$ cat src/rtl/mmio_uart_tx_if.sv
// Core data-port bus for the memory-mapped UART transmitter.
// The core drives stores and addresses; the peripheral returns read data.
interface mmio_uart_tx_if;
   logic        WE;
   logic [31:0] A;
   logic [31:0] WD;
   logic [3:0]  strobe;
   logic [31:0] RD;

   modport master (output WE, output A, output WD, output strobe, input RD);
   modport slave  (input WE, input A, input WD, input strobe, output RD);
endinterface

$ cat src/rtl/mmio_uart_tx.sv
// Memory-mapped UART transmitter: 16-byte register window (TXDATA, STATUS,
// CTRL), a small transmit FIFO and an 8N1 serializer with a registered line.
// The serial line is registered from the FSM state, so it lags the state by
// one cycle; a push into an idle, enabled transmitter drops tx two edges later.
module mmio_uart_tx #(
   parameter logic [31:0] BASE_ADDR    = 32'h0000_1000,
   parameter int          CLKS_PER_BIT = 16,
   parameter int          FIFO_DEPTH   = 4
) (
   input  logic           clk,
   input  logic           rst,
   mmio_uart_tx_if.slave  bus,
   output logic           tx,
   output logic           busy
);

   localparam int PTR_W = (FIFO_DEPTH > 1) ? $clog2(FIFO_DEPTH) : 1;
   localparam int CNT_W = $clog2(FIFO_DEPTH + 1);
   localparam int CPB_W = (CLKS_PER_BIT > 1) ? $clog2(CLKS_PER_BIT) : 1;

   localparam logic [CPB_W-1:0] BIT_LAST   = CPB_W'(CLKS_PER_BIT - 1);
   localparam logic [CNT_W-1:0] CNT_FULL   = CNT_W'(FIFO_DEPTH);
   localparam logic [CNT_W-1:0] CNT_ONE    = CNT_W'(1);
   localparam logic [PTR_W-1:0] PTR_ONE    = PTR_W'(1);
   localparam logic [CPB_W-1:0] CYC_ONE    = CPB_W'(1);

   typedef enum logic [1:0] {IDLE = 2'd0, START = 2'd1, DATA = 2'd2, STOP = 2'd3} state_t;

   // FSM / serializer state
   state_t           state_q;
   logic [CPB_W-1:0] cyc_q;
   logic [2:0]       bit_q;
   logic [7:0]       shift_q;
   logic             tx_q;

   // FIFO and register state
   logic [7:0]       mem_q [FIFO_DEPTH];
   logic [PTR_W-1:0] wr_ptr_q, wr_ptr_d;
   logic [PTR_W-1:0] rd_ptr_q, rd_ptr_d;
   logic [CNT_W-1:0] count_q,  count_d;
   logic             ovf_q,    ovf_d;
   logic             en_q,     en_d;

   // Decoded bus controls
   logic       sel_s;
   logic [1:0] off_s;
   logic       wr_s;
   logic       push_s;
   logic       pop_s;
   logic       accept_s;
   logic       full_s;
   logic       empty_s;
   logic       clr_ovf_s;
   logic       ctrl_wr_s;
   logic [31:0] status_s;
   logic       unused_s;

   assign unused_s = ^{bus.WD[31:8], bus.strobe[3:1], bus.A[1:0]};

   // Address decode, FIFO handshake and status word
   always_comb begin
      sel_s     = (bus.A[31:4] == BASE_ADDR[31:4]);
      off_s     = bus.A[3:2];
      wr_s      = bus.WE & sel_s & bus.strobe[0];
      push_s    = wr_s & (off_s == 2'd0);
      clr_ovf_s = wr_s & (off_s == 2'd1) & bus.WD[3];
      ctrl_wr_s = wr_s & (off_s == 2'd2);
      full_s    = (count_q == CNT_FULL);
      empty_s   = (count_q == {CNT_W{1'b0}});
      // The transmitter pops when it leaves IDLE; a pop frees a slot this cycle.
      pop_s     = (state_q == IDLE) & en_q & ~empty_s;
      accept_s  = push_s & (~full_s | pop_s);
      busy      = (state_q != IDLE) | ~empty_s;
      status_s  = {24'd0, 4'(count_q), ovf_q, empty_s, full_s, busy};
   end

   // Read mux: combinational from address and register state
   always_comb begin
      bus.RD = 32'd0;
      if (sel_s) begin
         case (off_s)
            2'd0:    bus.RD = 32'd0;
            2'd1:    bus.RD = status_s;
            2'd2:    bus.RD = {31'd0, en_q};
            default: bus.RD = 32'd0;
         endcase
      end else begin
         bus.RD = 32'd0;
      end
   end

   // Next-state for FIFO pointers, occupancy, sticky overflow and enable
   always_comb begin
      wr_ptr_d = wr_ptr_q;
      rd_ptr_d = rd_ptr_q;
      count_d  = count_q;
      ovf_d    = ovf_q;
      en_d     = en_q;
      if (accept_s) begin
         wr_ptr_d = wr_ptr_q + PTR_ONE;
      end else begin
         wr_ptr_d = wr_ptr_q;
      end
      if (pop_s) begin
         rd_ptr_d = rd_ptr_q + PTR_ONE;
      end else begin
         rd_ptr_d = rd_ptr_q;
      end
      case ({accept_s, pop_s})
         2'b10:   count_d = count_q + CNT_ONE;
         2'b01:   count_d = count_q - CNT_ONE;
         default: count_d = count_q;
      endcase
      // A dropped push wins over a same-cycle clear so no overflow is lost.
      if (push_s & ~accept_s) begin
         ovf_d = 1'b1;
      end else if (clr_ovf_s) begin
         ovf_d = 1'b0;
      end else begin
         ovf_d = ovf_q;
      end
      if (ctrl_wr_s) begin
         en_d = bus.WD[0];
      end else begin
         en_d = en_q;
      end
   end

   // FIFO control registers with synchronous active-low reset
   always_ff @(posedge clk) begin
      if (!rst) begin
         wr_ptr_q <= {PTR_W{1'b0}};
         rd_ptr_q <= {PTR_W{1'b0}};
         count_q  <= {CNT_W{1'b0}};
         ovf_q    <= 1'b0;
         en_q     <= 1'b0;
      end else begin
         wr_ptr_q <= wr_ptr_d;
         rd_ptr_q <= rd_ptr_d;
         count_q  <= count_d;
         ovf_q    <= ovf_d;
         en_q     <= en_d;
      end
   end

   // FIFO storage; contents are don't-care until written, writes blocked in reset
   always_ff @(posedge clk) begin
      if (rst && accept_s) begin
         mem_q[wr_ptr_q] <= bus.WD[7:0];
      end
   end

   // Transmit FSM with registered serial line (tx follows state one cycle later)
   always_ff @(posedge clk) begin
      if (!rst) begin
         state_q <= IDLE;
         cyc_q   <= {CPB_W{1'b0}};
         bit_q   <= 3'd0;
         shift_q <= 8'd0;
         tx_q    <= 1'b1;
      end else begin
         case (state_q)
            IDLE: begin
               if (pop_s) begin
                  state_q <= START;
                  shift_q <= mem_q[rd_ptr_q];
                  cyc_q   <= {CPB_W{1'b0}};
                  bit_q   <= 3'd0;
               end else begin
                  state_q <= IDLE;
               end
            end
            START: begin
               if (cyc_q == BIT_LAST) begin
                  state_q <= DATA;
                  cyc_q   <= {CPB_W{1'b0}};
               end else begin
                  cyc_q   <= cyc_q + CYC_ONE;
               end
            end
            DATA: begin
               if (cyc_q == BIT_LAST) begin
                  cyc_q   <= {CPB_W{1'b0}};
                  shift_q <= {1'b0, shift_q[7:1]};
                  if (bit_q == 3'd7) begin
                     state_q <= STOP;
                     bit_q   <= 3'd0;
                  end else begin
                     bit_q   <= bit_q + 3'd1;
                  end
               end else begin
                  cyc_q   <= cyc_q + CYC_ONE;
               end
            end
            STOP: begin
               if (cyc_q == BIT_LAST) begin
                  state_q <= IDLE;
                  cyc_q   <= {CPB_W{1'b0}};
               end else begin
                  cyc_q   <= cyc_q + CYC_ONE;
               end
            end
            default: begin
               state_q <= IDLE;
               cyc_q   <= {CPB_W{1'b0}};
            end
         endcase

         case (state_q)
            START:   tx_q <= 1'b0;
            DATA:    tx_q <= shift_q[0];
            default: tx_q <= 1'b1;
         endcase
      end
   end

   assign tx = tx_q;

endmodule

$ cat src/flat_wrapper.sv
// flat-port wrapper written by rule: the top's interface ports become plain ports
module mmio_uart_tx_flat 
#(
   parameter logic [31:0] BASE_ADDR    = 32'h0000_1000,
   parameter int          CLKS_PER_BIT = 16,
   parameter int          FIFO_DEPTH   = 4
)
  (clk, rst, tx, busy, bus_WE, bus_A, bus_WD, bus_strobe, bus_RD);
  mmio_uart_tx_if bus_i ();
  input  logic clk;
  input  logic rst;
  output logic tx;
  output logic busy;
  input wire logic [$bits(bus_i.WE)-1:0] bus_WE;
  input wire logic [$bits(bus_i.A)-1:0] bus_A;
  input wire logic [$bits(bus_i.WD)-1:0] bus_WD;
  input wire logic [$bits(bus_i.strobe)-1:0] bus_strobe;
  output wire logic [$bits(bus_i.RD)-1:0] bus_RD;
  assign bus_i.WE = bus_WE;
  assign bus_i.A = bus_A;
  assign bus_i.WD = bus_WD;
  assign bus_i.strobe = bus_strobe;
  assign bus_RD = bus_i.RD;
  mmio_uart_tx #(.BASE_ADDR(BASE_ADDR), .CLKS_PER_BIT(CLKS_PER_BIT), .FIFO_DEPTH(FIFO_DEPTH)) u_core (.clk(clk), .rst(rst), .bus(bus_i), .tx(tx), .busy(busy));
endmodule
$ cat config.mk
export PLATFORM = sky130hd
export DESIGN_NAME = mmio_uart_tx_flat
export DESIGN_NICKNAME = d
export VERILOG_FILES = /design/src/rtl/mmio_uart_tx_if.sv /design/src/rtl/mmio_uart_tx.sv /design/src/flat_wrapper.sv
export SDC_FILE = /design/constraint.sdc
export NUM_CORES = 1
export LEC_CHECK = 0
export BUFFER_PORTS_ARGS = -buffer_cell sky130_fd_sc_hd__buf_2
export CORE_ASPECT_RATIO = 1.75
export CORE_MARGIN = 2
export CORE_UTILIZATION = 54
export CTS_CLUSTER_SIZE = 40
export DETAILED_ROUTE_END_ITERATION = 10
export GPL_TIMING_DRIVEN = 1
export MAX_ROUTING_LAYER = met4
export PLACE_DENSITY = 0.89
export SKIP_LAST_GASP = 1
export SLEW_MARGIN = 20
export SYNTH_ARGS = -nofsm -noshare
export SYNTH_HDL_FRONTEND = slang
export SYNTH_SLANG_ARGS = --single-unit
$ cat constraint.sdc
create_clock -name clk -period 4.9 [get_ports clk]
set_input_delay 0 -clock clk [delete_from_list [all_inputs] [get_ports clk]]
set_output_delay 0 -clock clk [all_outputs]
set_load 0.05 [all_outputs]
==> results of run 1 <==
[worst max-delay path, cell delays in order, from the launching register on]
cell,delay (ns)
dfxtp_1,0.34
inv_1,0.13
ha_1,0.65
mux2i_1,0.28
nor2_2,0.56
nand4b_1,0.18
a21oi_1,0.19
[area by class of cell]
| class | count | area, um^2 |
|---|---|---|
| clock buffers | 9 | 124 |
| clock inverters | 7 | 56.3 |
| fillers | 414 | 2000 |
| inverters | 11 | 41.3 |
| multi-input cells | 184 | 1440 |
| flip-flops and latches | 61 | 1540 |
| well taps | 76 | 95.1 |
| repair buffers | 59 | 338 |
[routing by layer]
layer  track usage (%)  vias up  wire length (um)
li1                  -     1031                 -
met1              21.7     1034              2250
met2              36.9       86              3510
met3              7.12       17               314
met4              10.5        0               209
met5                 -        -                 0
[kinds of logic (layout without fill, tap and decap cells)]
kind of cell             Yosys count  count (layout)  synth area share, %
AO/OA/AOI/OAI                     31              31                 6.69
multiplexers                      25              25                 11.1
flip-flops                        61              61                 48.7
buffers and inverters             47              86                 8.66
XOR/XNOR                           3               3                0.831
adder cells (fa/ha/maj)           16              16                 6.57
other                              1              25                0.119
AND/OR/NAND/NOR                   84              84                 17.3
[worst max-delay path by stage]
stage | start | endpoint | slack [ns] | depth (start not counted)
3_5_place_dp | u_core.state_q[0] | u_core.bit_q[1] | 2.56 | 6
6_report | u_core.state_q[0] | u_core.bit_q[1] | 2.50 | 6
3_3_place_gp | u_core.state_q[0] | u_core.bit_q[1] | 2.67 | 6
5_1_grt | u_core.state_q[0] | u_core.shift_q[6] | 2.28 | 6
2_1_floorplan | bus_A[27] | u_core.count_q[2] | 2.98 | 7
4_1_cts | u_core.state_q[0] | u_core.shift_q[4] | 2.54 | 6
[sequential cells by signal, indices dropped and copies added (netlist names), named ones only]
register / flops
u_core.bit_q: 3
u_core.count_q: 3
u_core.cyc_q: 4
u_core.en_q: 1
u_core.mem_q: 32
u_core.ovf_q: 1
u_core.rd_ptr_q: 2
u_core.shift_q: 8
u_core.state_q: 2
u_core.tx: 1
u_core.wr_ptr_q: 2
[report_power, final]
| group | internal, mW | switching [mW] | leakage [nW] |
|---|---|---|---|
| Clock | 0.189 | 0.219 | 0.0906 |
| Combinational | 0.101 | 0.205 | 0.882 |
| Sequential | 0.574 | 0.0234 | 0.521 |
[timing repair]
| action | in CTS | in global routing |
|---|---|---|
| endpoints found under the hold margin | 33 | 0 |
| resized for setup | 0 | 0 |
| hold buffers | 8 | 0 |
[cell usage after synthesis, types with 2 or more instances]
cell       n  area [um^2]
buf_4     25          188
nor4b_4    2         47.6
mux2i_1   17          170
nand3_1    5         25.0
ha_1      15          188
nor4_4     4         85.1
o211a_1    5         50.1
buf_2      3         15.0
nor2_1    23         86.3
a21oi_1    8         40.0
nand2_1   17         63.8
edfxtp_1  32          961
a211oi_1   4         30.0
xnor2_1    2         17.5
nor3_1     2         10.0
nor4_1     4         25.0
inv_1     10         37.5
nor3b_1    3         22.5
mux4_2     8          180
o21ai_0    7         35.0
and2_1     4         25.0
dfxtp_1   29          581
and3_1     8         50.1
clkbuf_1   7         26.3
nand2b_1   2         12.5
[per-stage QoR]
| step | hold WS (ns) | cell area, um^2 | worst slack (ns) |
|---|---|---|---|
| global route | 0.00566 | 3630 | 2.28 |
| global placement | 0.210 | 3370 | 2.67 |
| detailed placement | 0.219 | 3370 | 2.56 |
| finish | 0.00166 | 3630 | 2.50 |
| floorplan | 0.0989 | 3250 | 2.98 |
| CTS | 0.00464 | 3630 | 2.54 |
==> impl_summary.log, run 1 <==
[metrics] outcome: finished clean
[metrics] number of maximum-capacitance constraint violations: 0
[metrics] input/output buffers: 50
[metrics] die area: around 6500 um^2
[metrics] Hold Violations, Final: 0
[metrics] critical path arrival: approximately 2.7 ns
[metrics] overall power consumption: between 1 and 1.5 mW
[metrics] CTS Root Cell: clkbuf_8
[metrics] count of H-tree levels built during CTS: 3
[metrics] latest clock arrival within the worst-skew pair: between 0.3 and 0.4 ns
[metrics] maximum net fanout on the critical path: 17
[metrics] final HPWL from detailed placement: ~4300 um
[metrics] number of setup violations in the final report: 0
[metrics] total I/O pin count: between 100 and 150
[metrics] layout cells sized above 1: between 20% and 30%
[metrics] most frequent standard cell in the layout excluding fill and tap cells: buf_2
[metrics] Max Freq: between 0.4 and 0.5 GHz
[metrics] Area growth syn-to-layout: 14.9%
[metrics] class of the worst hold path: in2reg
[metrics] commonest cells after routing, fill and taps aside: buf_2 (50), edfxtp_1 (32), dfxtp_1 (29)
[metrics] required time of the critical path: about 5.2 ns
[metrics] CTS buffer count: 9
[metrics] via/cell ratio: 5.33
[metrics] area of the mapped netlist: ~3200 um^2
[metrics] category of the worst setup path launch point: flop
[metrics] number of global-route vias before repair: approximately 2,200
[metrics] worst slew margin relative to its limit: 51.4%
[metrics] drt pass-1 iters: 4
[metrics] postcts setup bufs: 0
[metrics] post-synthesis sequential element count: 61
[metrics] number of antenna-violating nets in the routed design: 0
[metrics] non-filler instance count after layout: between 400 and 500
[metrics] worst setup path category: reg2reg
[metrics] maximum number of pins on one net before global-route repair: 20
[metrics] GRT overflow: 0
[metrics] worst flop-to-flop path endpoint: u_core.bit_q[1]
[metrics] number of synthesized flops with an enable pin: 32
[metrics] GP Congestion: between 0.8 and 0.9
[metrics] cells on worst reg2reg path: 6
[metrics] type of element capturing the critical path: flop
[metrics] post-detailed-route wirelength per cell: 15.4 um
[metrics] Initial Utilization: between 50 and 60%
[metrics] Die Height: 105 um
[metrics] FF-to-FF setup slack: between 2 and 2.5 ns
[metrics] number of clock sinks: just over 60
[metrics] predominant post-synthesis flop cell: edfxtp_1
[metrics] Final Critical Period: between 2 and 2.5 ns
[metrics] sum of negative setup slack: 0 ns
[metrics] wire length reported by the detailed router: ~6300 um
[metrics] Cells on Worst Hold Path: 2
[metrics] Post-layout nets: around 410
[metrics] Leak: roughly 1.5 nW
[metrics] fin. max-slew vios: 0
[metrics] power density over the cells: between 300 and 400 nW/um^2
[metrics] worst r2r src: u_core.state_q[0]
[metrics] utilization of the core after routing: 64.5%
[metrics] antenna fix cells: 0
[metrics] pin slew with the least headroom to its limit: 0.728 ns
[metrics] syn avg cell area: roughly 12 um^2
[metrics] proportion of synthesized chip area in sequential cells: roughly half
[metrics] CTS clock-pin slew for the worst setup and hold paths: 0.08 ns
[metrics] warning count from the yosys run: 0
[metrics] Die W: between 60 and 70 um
[metrics] area of the placeable core: approximately 5600 um^2
[metrics] number of cells after detailed placement: roughly 380
[metrics] CTS tree: built
[metrics] row cnt: 36
[metrics] GRT Total Usage: 21.9%
[metrics] RSZ-0062 raised after global routing: false
[metrics] total via count in the routed design: 2,168
[metrics] startpoint of the most critical hold path: rst
[metrics] wire length of the first global-routing pass: ~9900 um
[metrics] ys async rst share: 0%
[metrics] Max Clock Skew: ~0.012 ns
[metrics] cell count after synthesis: 268
[metrics] worst supply voltage drop on vdd: 0.000304 V
[metrics] endpoint of the worst hold path: u_core.tx
[metrics] maximum clock path buffer count: 2
[metrics] final routed DRC violation total: 0
[metrics] initial antenna violation count: 0
[metrics] number of distinct standard cells referenced by the synthesized netlist: 47
[metrics] DRC marker count from the first detailed-route iteration: 86
[metrics] period utilization: between 40% and 50%
No activity file was read; power rests on OpenSTA's default activity.
==> inputs of run 2 (changes only) <==
Settings changed: ABC_AREA set to 1, CORE_UTILIZATION 54 to 45, PLACE_DENSITY 0.89 to 0.8.
Clock period 4.9 ns to 2.1 ns, I/O delays scaled along.
==> run 2 against run 1 <==
  * Via count is 18% higher
  * Non-clock buffer count is 11 higher
  * Clock power grew to 3.6 times the previous value
  * Total power grew to 3.0 times the previous value
  * Largest power group is now the clock network
  * Combinational power grew to 3.5 times the previous value
  * Critical path depth is 5 higher
  * Sequential power is 140% higher
  * Synthesized cell count is 27% higher
  * Sequential cell count stayed put
  * Critical path type unchanged
  * Hold slack better by 0.089 ns
  * Critical endpoint is now u_core.count_q[2]
==> impl_summary.log, run 2 <==
[metrics] power density over the cells: 1050 nW/um^2
[metrics] count of buffer and inverter cells on the critical path: 4
[metrics] Max Clock Skew: 0.00615 ns
[metrics] Post-layout nets: around 500
[metrics] area of the mapped netlist: 3080 um^2
[metrics] GRT overflow: 0
[metrics] registers with the most flip-flops: u_core.mem_q (32), u_core.shift_q (8), u_core.cyc_q (4)
[metrics] portion of synthesized cell area occupied by the leading cell type: 31.2%
[metrics] maximum number of pins on one net before global-route repair: 21
[metrics] predominant post-synthesis flop cell: edfxtp_1
[metrics] number of global-route vias before repair: around 2,500
[metrics] DRC marker count from the first detailed-route iteration: about 100
[metrics] worst supply voltage drop on vdd: 0.000548 V
[metrics] Area growth syn-to-layout: 22.8%
[metrics] most frequent standard cell in the layout excluding fill and tap cells: nor2_1
[metrics] category of the worst setup path launch point: flop
[metrics] sum of negative setup slack: 0 ns
[metrics] die area: between 7000 and 8000 um^2
[metrics] critical path arrival: 2.20 ns
[metrics] slowest stage cell, crit path: fa_1
[metrics] period utilization: 94.4%
[metrics] final HPWL from detailed placement: 4370 um
[metrics] CTS Root Cell: clkbuf_16
[metrics] post-detailed-route wirelength per cell: between 10 and 15 um
[metrics] syn avg cell area: between 9 and 10 um^2
[metrics] Hold Violations, Final: 0
[metrics] fin. max-slew vios: 0
[metrics] Largest Register: u_core.mem_q
[metrics] count of H-tree levels built during CTS: 3
[metrics] post-synthesis sequential element count: approximately 60
[metrics] dominant delay contributor by cell family on the critical path: adder cells
[metrics] number of setup violations in the final report: 0
[metrics] top post-synthesis cells by area: edfxtp_1 (31%), dfxtp_1 (19%), nor2_1 (7.1%)
[metrics] worst hold slack across all endpoints: 0.0911 ns
[metrics] area of the placeable core: approximately 6600 um^2
[metrics] number of maximum-capacitance constraint violations: 0
[metrics] commonest cells after routing, fill and taps aside: nor2_1 (56), buf_2 (50), nand2_1 (39)
[metrics] total I/O pin count: 105
[metrics] final routed DRC violation total: 0
[metrics] CTS clock-pin slew for the worst setup and hold paths: 0.05 ns
[metrics] latest clock arrival within the worst-skew pair: between 0.3 and 0.4 ns
[metrics] number of synthesized flops with an enable pin: 32
[metrics] number of antenna-violating nets in the routed design: 0
[metrics] CTS buffer count: 9
[metrics] ys async rst share: 0%
[metrics] Die Height: roughly 110 um
[metrics] Critical Path, Cell by Cell: inv_1 > ha_2 > nand3_4 > clkinvlp_4 > nand2_2 > inv_2 > fa_1 > inv_1 > nand2_1 > a21oi_1 > nor2_1
[metrics] library cell with the largest summed area after synthesis: edfxtp_1
[metrics] Leak: around 1.6 nW
[metrics] Final Critical Period: between 1.5 and 2 ns
[metrics] RSZ-0062 raised after global routing: false
[metrics] warning count from the yosys run: 0
[metrics] worst stage delay on the critical path: about 0.38 ns
[metrics] layout cells sized above 1: between 20% and 30%
[metrics] wire length reported by the detailed router: approximately 6400 um
[metrics] via/cell ratio: 5.11
[metrics] drt pass-1 iters: 4
[metrics] required time of the critical path: between 2 and 2.5 ns
[metrics] wire length of the first global-routing pass: roughly 10,000 um
[metrics] type of element capturing the critical path: flop
[metrics] worst setup path category: reg2reg
[metrics] number of distinct standard cells referenced by the synthesized netlist: 39
[metrics] number of flip-flops in the largest register: 32
[metrics] input/output buffers: 50
[metrics] CTS tree: built
[metrics] Die W: 66.6 um
[metrics] maximum clock path buffer count: 2
[metrics] total via count in the routed design: roughly 2,600
[metrics] row cnt: 39
[metrics] antenna fix cells: 0
[metrics] maximum net fanout on the critical path: 6
[metrics] Max Freq: roughly 0.5 GHz
[metrics] GP Congestion: approximately 0.81
[metrics] outcome: finished clean
[metrics] initial antenna violation count: 0
[metrics] library cell with the highest instance count after synthesis: nor2_1
[metrics] number of clock sinks: 61
[metrics] cell seen most often among critical-path stages: inv_1
[metrics] proportion of synthesized chip area in sequential cells: approximately 50%
[metrics] cell count after synthesis: approximately 340
[metrics] class of the worst hold path: in2reg
[metrics] Initial Utilization: a little under half
[metrics] Synth top cells by count: nor2_1 (58), nand2_1 (41), o21ai_0 (33)
[metrics] GRT Total Usage: 18.6%
-- run 2: cell count changes in the layout (fill, tap and decap cells not counted), moves of 7 or more --
| cell | change |
|---|---|
| buf_4 | +11 |
| a21oi_1 | +9 |
| and3_1 | -8 |
| mux4_2 | -8 |
| clkbuf_8 | -7 |
| inv_1 | +17 |
| mux2i_1 | -17 |
| clkbuf_16 | +9 |
| nand2_1 | +22 |
| nor2_1 | +33 |
| a31oi_1 | +8 |
| o21ai_0 | +26 |
-- run 2: metrics by stage --
stage / cells / setup WS (ns) / cell area [um^2] / util, % / power (mW)
2_1_floorplan: 365 / 0.0329 / 3170 / - / 2.34
5_1_grt: 501 / 0.00430 / 3790 / 57.5 / 4.16
4_1_cts: 499 / 0.0521 / 3750 / 56.9 / 3.96
3_5_place_dp: 475 / 0.110 / 3370 / 51.1 / 2.50
6_report: 501 / 0.118 / 3790 / 57.5 / 3.97
3_3_place_gp: 475 / 0.167 / 3370 / 51.1 / 2.45
-- run 2: area by class of cell --
cell class | count | area (um^2)
Fill cell | 556 | 2800
Sequential cell | 61 | 1540
Multi-Input combinational cell | 239 | 1290
Timing Repair Buffer | 70 | 420
Clock buffer | 12 | 256
Inverter | 33 | 133
Tap cell | 82 | 103
Clock inverter | 4 | 46.3
-- run 2: power breakdown --
group	switching, mW	internal [mW]
registers	0.0655	1.37
logic	0.714	0.355
clock network	0.487	0.975
-- run 2: worst paths after layout --
kind                 startpoint                 to  slack (ns)  depth (start not counted)
max           u_core.state_q[0]  u_core.count_q[2]        0.12                         11
min                         rst  u_core.count_q[2]        0.09                          3
max reg2reg   u_core.state_q[0]  u_core.count_q[2]        0.12                         11
min reg2reg  u_core.rd_ptr_q[1]               flop        0.46                          2
-- run 2: cells by family (layout without fill, tap and decap cells) --
family,after synthesis,after routing,share of synthesized area (%)
XOR/XNOR,1,1,0.284
buffers and inverters,65,119,11.8
adder cells (fa/ha/maj),16,16,6.73
AND/OR/NAND/NOR,124,124,17.8
other,1,25,0.122
flip-flops,61,61,50.0
AO/OA/AOI/OAI,73,73,13.3
-- run 2: layer usage --
layer,track usage [%],share of wire [%]
met3,3.55,5.7
met5,-,0
met2,32.7,56
met1,18.5,35
met4,10.9,3.5
-- run 2: worst register-to-register path, stage by stage, from the launching register on --
cell and delay [ns]:
dfxtp_1 0.36, inv_1 0.11, ha_2 0.23, nand3_4 0.13, clkinvlp_4 0.13, nand2_2 0.11
inv_2 0.06, fa_1 0.38, inv_1 0.08, nand2_1 0.08, a21oi_1 0.15, nor2_1 0.06
-- run 2: repair_timing --
action,4_1_cts,5_1_grt
hold buffers,8,0
resized for setup,0,7
endpoints found under the setup margin,0,31
hold endpoints to repair,33,0
buffers inserted,0,2
